===== config.mk =====
export PLATFORM = sky130hd
export DESIGN_NAME = audio_mix_sched
export DESIGN_NICKNAME = d
export VERILOG_FILES = /design/src/rtl/audio_mix_sched.sv
export SDC_FILE = /design/constraint.sdc
export NUM_CORES = 1
export LEC_CHECK = 0
export CAP_MARGIN = 30
export CELL_PAD_IN_SITES_DETAIL_PLACEMENT = 0
export CELL_PAD_IN_SITES_GLOBAL_PLACEMENT = 1
export CORE_ASPECT_RATIO = 1.2
export CORE_UTILIZATION = 41
export CTS_CLUSTER_DIAMETER = 100
export CTS_CLUSTER_SIZE = 40
export DETAILED_ROUTE_END_ITERATION = 16
export GPL_ROUTABILITY_DRIVEN = 0
export GPL_TIMING_DRIVEN = 0
export PLACE_DENSITY_LB_ADDON = 0.15
export SLEW_MARGIN = 20
export SYNTH_ARGS = -nofsm -noshare
export SYNTH_HDL_FRONTEND = slang
export SYNTH_SLANG_ARGS = --single-unit

===== constraint.sdc =====
create_clock -name clk -period 4.7 [get_ports clk]
set_input_delay 0.94 -clock clk [delete_from_list [all_inputs] [get_ports clk]]
set_output_delay 0.94 -clock clk [all_outputs]
set_load 0.03 [all_outputs]

===== src/rtl/audio_mix_sched.sv =====
// Four-voice audio mixer with a sample-rate frame scheduler. Once per sample period it
// requests one sample from each enabled voice, sums and saturates them, and drives an
// offset-binary PCM word to the DAC together with the DAC sample clock.
module audio_mix_sched #(
  parameter int unsigned BITDEPTH = 12,
  parameter int unsigned DIVIDER  = 256,
  parameter int unsigned TIMEOUT  = 15
) (
  input  logic                  clk,
  input  logic                  rst,
  input  logic [3:0]            voice_en,
  output logic [3:0]            req,
  input  logic [3:0]            smp_valid,
  input  logic [4*BITDEPTH-1:0] smp_data,
  input  logic                  underrun_clr,
  output logic [3:0]            underrun,
  output logic                  sample_clock,
  output logic [BITDEPTH-1:0]   pcm
);

  localparam int unsigned CW = (DIVIDER > 1) ? $clog2(DIVIDER) : 1;
  localparam int unsigned AW = BITDEPTH + 2;
  localparam int unsigned TW = (TIMEOUT > 1) ? $clog2(TIMEOUT) : 1;
  localparam logic [BITDEPTH-1:0] MIDSCALE = {1'b1, {(BITDEPTH-1){1'b0}}};

  typedef enum logic [1:0] {IDLE, VOICE, DONE} state_t;

  state_t                state;
  logic [CW-1:0]         cnt;
  logic [1:0]            idx;
  logic [3:0]            en_cap;
  logic [TW-1:0]         tmr;
  logic signed [AW-1:0]  acc;
  logic [BITDEPTH-1:0]   result;

  logic                  tick_c;
  logic                  half_c;
  logic                  accept_c;
  logic                  timeout_c;
  logic                  adv_c;
  logic [1:0]            nxt_idx_c;
  logic [BITDEPTH-1:0]   cur_data_c;
  logic signed [AW-1:0]  cur_ext_c;
  logic [3:0]            set_c;
  logic [2:0]            upper_c;
  logic [BITDEPTH-1:0]   sat_c;
  logic [BITDEPTH-1:0]   offs_c;

  // Frame timing, handshake decode and output saturation
  always_comb begin
    tick_c     = 1'b0;
    half_c     = 1'b0;
    accept_c   = 1'b0;
    timeout_c  = 1'b0;
    adv_c      = 1'b0;
    nxt_idx_c  = idx + 2'd1;
    cur_data_c = smp_data[idx*BITDEPTH +: BITDEPTH];
    cur_ext_c  = {{2{cur_data_c[BITDEPTH-1]}}, cur_data_c};
    set_c      = 4'b0;
    upper_c    = acc[AW-1:BITDEPTH-1];
    sat_c      = acc[BITDEPTH-1:0];

    tick_c = (cnt == CW'(DIVIDER - 1));
    half_c = (cnt == CW'(DIVIDER/2 - 1));

    if (state == VOICE) begin
      accept_c  = req[idx] && smp_valid[idx];
      timeout_c = req[idx] && !smp_valid[idx] && (tmr == TW'(TIMEOUT - 1));
      adv_c     = !en_cap[idx] || accept_c || timeout_c;
    end
    if (timeout_c) set_c = 4'(4'b1 << idx);

    // Clamp only when the guard bits disagree with the sign
    if (!acc[AW-1] && (|upper_c))
      sat_c = {1'b0, {(BITDEPTH-1){1'b1}}};
    else if (acc[AW-1] && !(&upper_c))
      sat_c = {1'b1, {(BITDEPTH-1){1'b0}}};
    offs_c = {~sat_c[BITDEPTH-1], sat_c[BITDEPTH-2:0]};
  end

  // Sample-rate divider, DAC outputs, underrun flags and voice scheduler
  always_ff @(posedge clk) begin
    if (rst) begin
      cnt          <= '0;
      state        <= IDLE;
      idx          <= 2'd0;
      en_cap       <= 4'b0;
      tmr          <= '0;
      acc          <= '0;
      req          <= 4'b0;
      underrun     <= 4'b0;
      sample_clock <= 1'b0;
      result       <= MIDSCALE;
      pcm          <= MIDSCALE;
    end else begin
      cnt <= tick_c ? '0 : cnt + CW'(1);

      if (tick_c)      sample_clock <= 1'b1;
      else if (half_c) sample_clock <= 1'b0;

      // A fresh timeout beats a simultaneous clear
      underrun <= (underrun & ~{4{underrun_clr}}) | set_c;

      if (tick_c) pcm <= result;

      if (tick_c) begin
        state  <= VOICE;
        idx    <= 2'd0;
        acc    <= '0;
        en_cap <= voice_en;
        tmr    <= '0;
        req    <= {3'b0, voice_en[0]};
      end else begin
        case (state)
          IDLE: ;
          VOICE: begin
            if (adv_c) begin
              if (accept_c) acc <= acc + cur_ext_c;
              tmr <= '0;
              if (idx == 2'd3) begin
                state <= DONE;
                req   <= 4'b0;
              end else begin
                idx <= nxt_idx_c;
                req <= en_cap[nxt_idx_c] ? 4'(4'b1 << nxt_idx_c) : 4'b0;
              end
            end else if (req[idx]) begin
              tmr <= tmr + TW'(1);
            end
          end
          DONE: begin
            result <= offs_c;
            state  <= IDLE;
          end
          default: state <= IDLE;
        endcase
      end
    end
  end

endmodule


## Yosys cells after proc, flatten, opt, wreduce, memory -nomap -nowiden

Index checks and enable logic that the tools add are counted.

| storage, ports and cells | value |
|---|---|
| input bits | 59 |
| register bits | 67 |

| operators by class | value |
|---|---|
| muxes and demuxes | 27 |
| reductions and logical operators | 27 |
| add/subtract/negate cells | 4 |
| bitwise logic cells | 7 |
| multipliers | 1 |
| order comparisons | 2 |
| shifts and indexed selects | 3 |
| equal/unequal tests | 11 |

Operator list:

| operator | number |
|---|---|
| 48-bit by 7-bit variable part select with 12-bit output | 1 |
| 12-bit 2-to-1 mux | 2 |
| 4-bit 2-to-1 mux | 5 |
| 3-bit AND reduction | 5 |
| 14-bit by 12-bit adder with 14-bit output | 1 |
| 1-bit 2-to-1 mux | 13 |
| 8-bit by 1-bit adder with 8-bit output, second input constant | 1 |
| 1-bit binary-select mux with 2-bit select | 4 |
| 8-bit by 7-bit equality test with 1-bit output, second input constant | 1 |
| 8-bit equality test, second input constant | 1 |
| 2-bit AND reduction | 4 |
| 2-bit nonzero test | 4 |
| 1-bit by 2-bit left shift with 4-bit output, first input constant | 2 |
| 2-bit by 3-bit less-than comparator with 1-bit output, second input constant | 2 |
| 1-bit logical AND | 5 |
| 4-bit by 1-bit adder with 4-bit output, second input constant | 1 |
| 4-bit AND | 1 |
| 2-bit equality test, second input constant | 2 |
| 4-bit equality test, second input constant | 1 |
| 1-bit zero test | 4 |
| 2-bit by 2-bit multiplier with 4-bit output, second input constant | 1 |
| 2-bit 2-to-1 mux | 2 |
| 2-bit != test, second input constant | 2 |
| 1-bit NOT | 4 |
| other kinds (12) | 13 |

## Longest topological paths before layout

| logic depth | value |
|---|---|
| depth in word-level cells | 10 |
| mapped depth | 12 |
| depth with buffers taken out | 11 |

## Least setup slack after synthesis

Ideal clock, no wire load.

| timing | value |
|---|---|
| path kind | input-to-reg |
| start point | input port smp_data[45] |
| end point | register acc[13] |
| data arrival time | 2.929 ns |
| path slack | 1.651 ns |
| required time | 4.581 ns |
| library setup time | 0.119 ns |
| cell stages on the path | 9 |
| cells stage by stage | mux4_2 ha_1 and2_4 a221o_1 o21bai_1 a31oi_2 mux2i_1 a21oi_2 mux2i_1 |

| on the way | value |
|---|---|
| word-level cells in the longest chain between the ends | 2 |

Ends and longest elaborated chain:

| element | RTL line | RTL |
|---|---|---|
| start, declared | 14 | `input logic [4*BITDEPTH-1:0] smp_data,` |
| 48-bit by 7-bit variable part select with 12-bit output | 57 | `cur_data_c = smp_data[idx*BITDEPTH +: BITDEPTH];` |
| 14-bit by 12-bit adder with 14-bit output | 118 | `if (accept_c) acc <= acc + cur_ext_c;` |
| end signal, assigned | 118 |  |
| end, declared | 33 | `logic signed [AW-1:0] acc;` |

Every way passes these cells.
A chain may end at the register's enable or synchronous reset.

## Worst setup path in the final report

| timing | value |
|---|---|
| start point | input port smp_data[0] |
| end point | register acc[10] |

Same word-level chain as after synthesis.

==> results.cfg <==
[worst_setup_path]
r2r_slack_ns = 1.40
crit-reg2reg-capture = acc[13]
r2r_cells = 11
setup.worst_path.class = primary input to flop
cp-end-kind = flop
crit_top_cell = o21ai_0
crit_path_start_kind = primary input
r2r-start = idx[0]
worstPathMaxFanout = 3
crit_required_ns = 4.98
path_cells = clkdlybuf4s50_1 > mux4_2 > ha_1 > inv_1 > fa_1 > nor2b_1 > o21ai_0 > a21boi_1 > o21ba_2 > o21ai_0 > a2111o_1 > o211ai_2
arrival_ns = 3.63
cpMaxStageDelayCell = clkdlybuf4s50_1
max_stage_delay_ns = 0.46

[clock_network]
root_buffer = clkbuf_8
cts_num_sinks = 67
cts.repair.resized = 0
clkTransAtPathRegs_ns = 0.07
postCtsSetupBuffers = 0
cts_tree = done
cts_max_level = 3
clk_latency_ns = 0.35
clockBufferDepth = 2
cts_hold_buf = 0
cts_buffers = 9

[timing]
finalSetupTns_ns = 0
fmax_ghz = 0.299
finalSetupViolations = 0
slew_headroom_pct = 58.6
finalMaxSlewViolations = 0
max_slew.worst_pin.slew_ns = 0.618
period_needed_ns = 3.35
min_period_over_period_pct = 71.2
fin_skew_ns = 0.00457
rsz0062_at_grt = false
finalHoldViolations = 0

[run_status]
outcome = finished clean

[synth]
seq_area_frac_synth_pct = 37.1
ys_types = 51
synth_nets = 498
synth_edf_count = 0
ys.warnings.count = 0
async_flop_share_pct = 0
synth_cells = 416
post_synth.cell_area_avg_um2 = 8.68
ys_ff_latch = 67
synthFlopType = dfxtp_1
netlist_area_um2 = 3610

[detailed_routing]
drc = 0
routed_wl_um = 8210
first_pass_iters = 4
postRouteAntennaNets = 0
num_vias = 3175
vias_per_cell = 5.06
routedWlPerCell_um = 13.1
drt-initial-drc-count = 89

[floorplan]
std_cell_rows = 37
ios = 80
initial_core_util_pct = 42.2
dieWidth_um = 87.7
dieArea_um2 = 9190
die_y_um = 105
core-area_um2 = 8560

[power]
fin_total_pwr_w = 0.00124
p_int_w = 0.000995
p_seq_share_pct = 45.9
p_leak_nw = 1.77
max-vdd-ir-drop_mv = 0.115
clkPwrFrac_pct = 46.8
pwr_density_cell_nw_per_um2 = 260
p_sw_share_pct = 20.1
p_switching_w = 0.000250
pwr-share-comb_pct = 7.2

[flow_run]
maxCapViolCount = 0

[global_routing]
grt_usage_pct = 19.8
grt_pass1_vias = 3102
grt_start_max_net_pins = 12
grt_pass1_wl_um = 14100
antenna_found_initial = 0
gr-total-overflow = 0

[worst_hold_path]
hold_path.class = flop to flop
min_path_cells = 2
min_to = pcm[6]
hold_path.startpoint = pcm[6]

[finish]
multi_input_area_um2 = 2130
n_antenna_cell = 0
area_growth_pct = 32.6
fill_cells = 803
seq_area_um2 = 1340
drive_gt1_share_pct = 10.6
final_nets = 588

[place]
dp_hpwl_um = 6570
port-buffer-count = 79
power by group through the flow:
| stage | Sequential, W | Combinational [W] | Clock [W] |
|---|---|---|---|
| detailed placement | 0.000585 | 0.0000909 | 0 |
| floorplan | 0.000584 | 0.0000339 | 0 |
| global placement | 0.000585 | 0.0000885 | 0 |
| CTS | 0.000572 | 0.0000910 | 0.000593 |
| global route | 0.000572 | 0.0000980 | 0.000620 |
| finish | 0.000572 | 0.0000899 | 0.000583 |
critical path: cells and delay by family:
kind	cells	cell delay, ns
AO/OA/AOI/OAI	6	1.22
adder cells (fa/ha/maj)	2	0.54
buffers and inverters	2	0.52
multiplexers	1	0.23
AND/OR/NAND/NOR	1	0.17
metal layers:
layer / vias up / global-route usage (%) / share of wire [%] / routed length (um)
met1: 1465 / 24.8 / 46 / 3810
li1: 1630 / - / - / -
met5: - / 0 / 0 / 0
met2: 71 / 32.3 / 49 / 3990
met3: 9 / 5.37 / 3.4 / 282
met4: 0 / 6.91 / 1.5 / 124
cell usage in the layout, fill, tap and decap left out, types with 10 or more instances in the layout:
master,instances
nand2_1,57
ha_1,22
clkbuf_8,10
clkdlybuf4s50_1,79
nor2_1,65
dfxtp_1,67
a21oi_1,48
nand3_1,14
nor3_1,14
inv_1,11
mux4_2,16
metrics by stage:
| stage | util (%) | instances | hold slack, ns | cell area (um2) | worst slack (ns) |
|---|---|---|---|---|---|
| floorplan | - | 416 | 0.426 | 3610 | 1.65 |
| global placement | 53.1 | 612 | 0.442 | 4550 | 1.05 |
| detailed placement | 53.1 | 612 | 0.446 | 4550 | 0.992 |
| CTS | 55.9 | 628 | 0.456 | 4790 | 1.36 |
| global route | 55.9 | 628 | 0.483 | 4790 | 1.12 |
| finish | 55.9 | 628 | 0.453 | 4790 | 1.35 |
flip-flops by register name, summed over array words and instances (netlist names):
signal / cells
acc: 14
cnt: 8
en_cap: 4
idx: 2
pcm: 12
req: 4
result: 12
sample_clock: 1
state: 2
tmr: 4
underrun: 4
worst max path at each step:
stage	from	to	slack, ns	cells after the start
after floorplan	smp_data[45]	acc[13]	1.65	9
after global placement	smp_data[12]	acc[10]	1.05	12
after detailed placement	smp_data[0]	acc[10]	0.99	12
after CTS	smp_data[0]	acc[10]	1.36	12
after global routing	smp_data[24]	acc[10]	1.12	12
final	smp_data[0]	acc[10]	1.35	12
Yosys cell counts, types with 4 or more instances:
master / number / area share [%]
a21oi_1: 48 / 6.7
nor3_1: 14 / 1.9
xor2_1: 7 / 1.7
clkbuf_1: 7 / 0.73
mux4_2: 16 / 10
inv_1: 11 / 1.1
o21ai_0: 8 / 1.1
xnor2_1: 4 / 0.97
mux2i_1: 5 / 1.4
dfxtp_1: 67 / 37
nor2b_1: 7 / 1.2
nand2_1: 57 / 5.9
or3_1: 6 / 1.0
ha_1: 22 / 7.6
buf_2: 8 / 1.1
nand3_1: 14 / 1.9
nor2_1: 65 / 6.8
cell families after synthesis:
group                      count (synthesis)  share of synthesized area, %
muxes                                     21                          11.4
buffers and inverters                     30                          3.92
adders and majority gates                 23                          8.18
and+or+nand+nor                          184                          23.4
AOI/OAI and AO/OA                         80                          13.3
xor gates and xnor gates                  11                          2.67
DFF                                       67                          37.1
cell type report:
class	count	share of cell area, %
inverter	11	0.862
timing repair buffer	79	16.5
tap	117	3.06
multi-input combinational	319	44.4
clock buffer	11	2.95
clock inverter	5	2.09
sequential	67	28.0
buffer	19	2.09
Note: power is estimated with default switching activity, not from simulation.
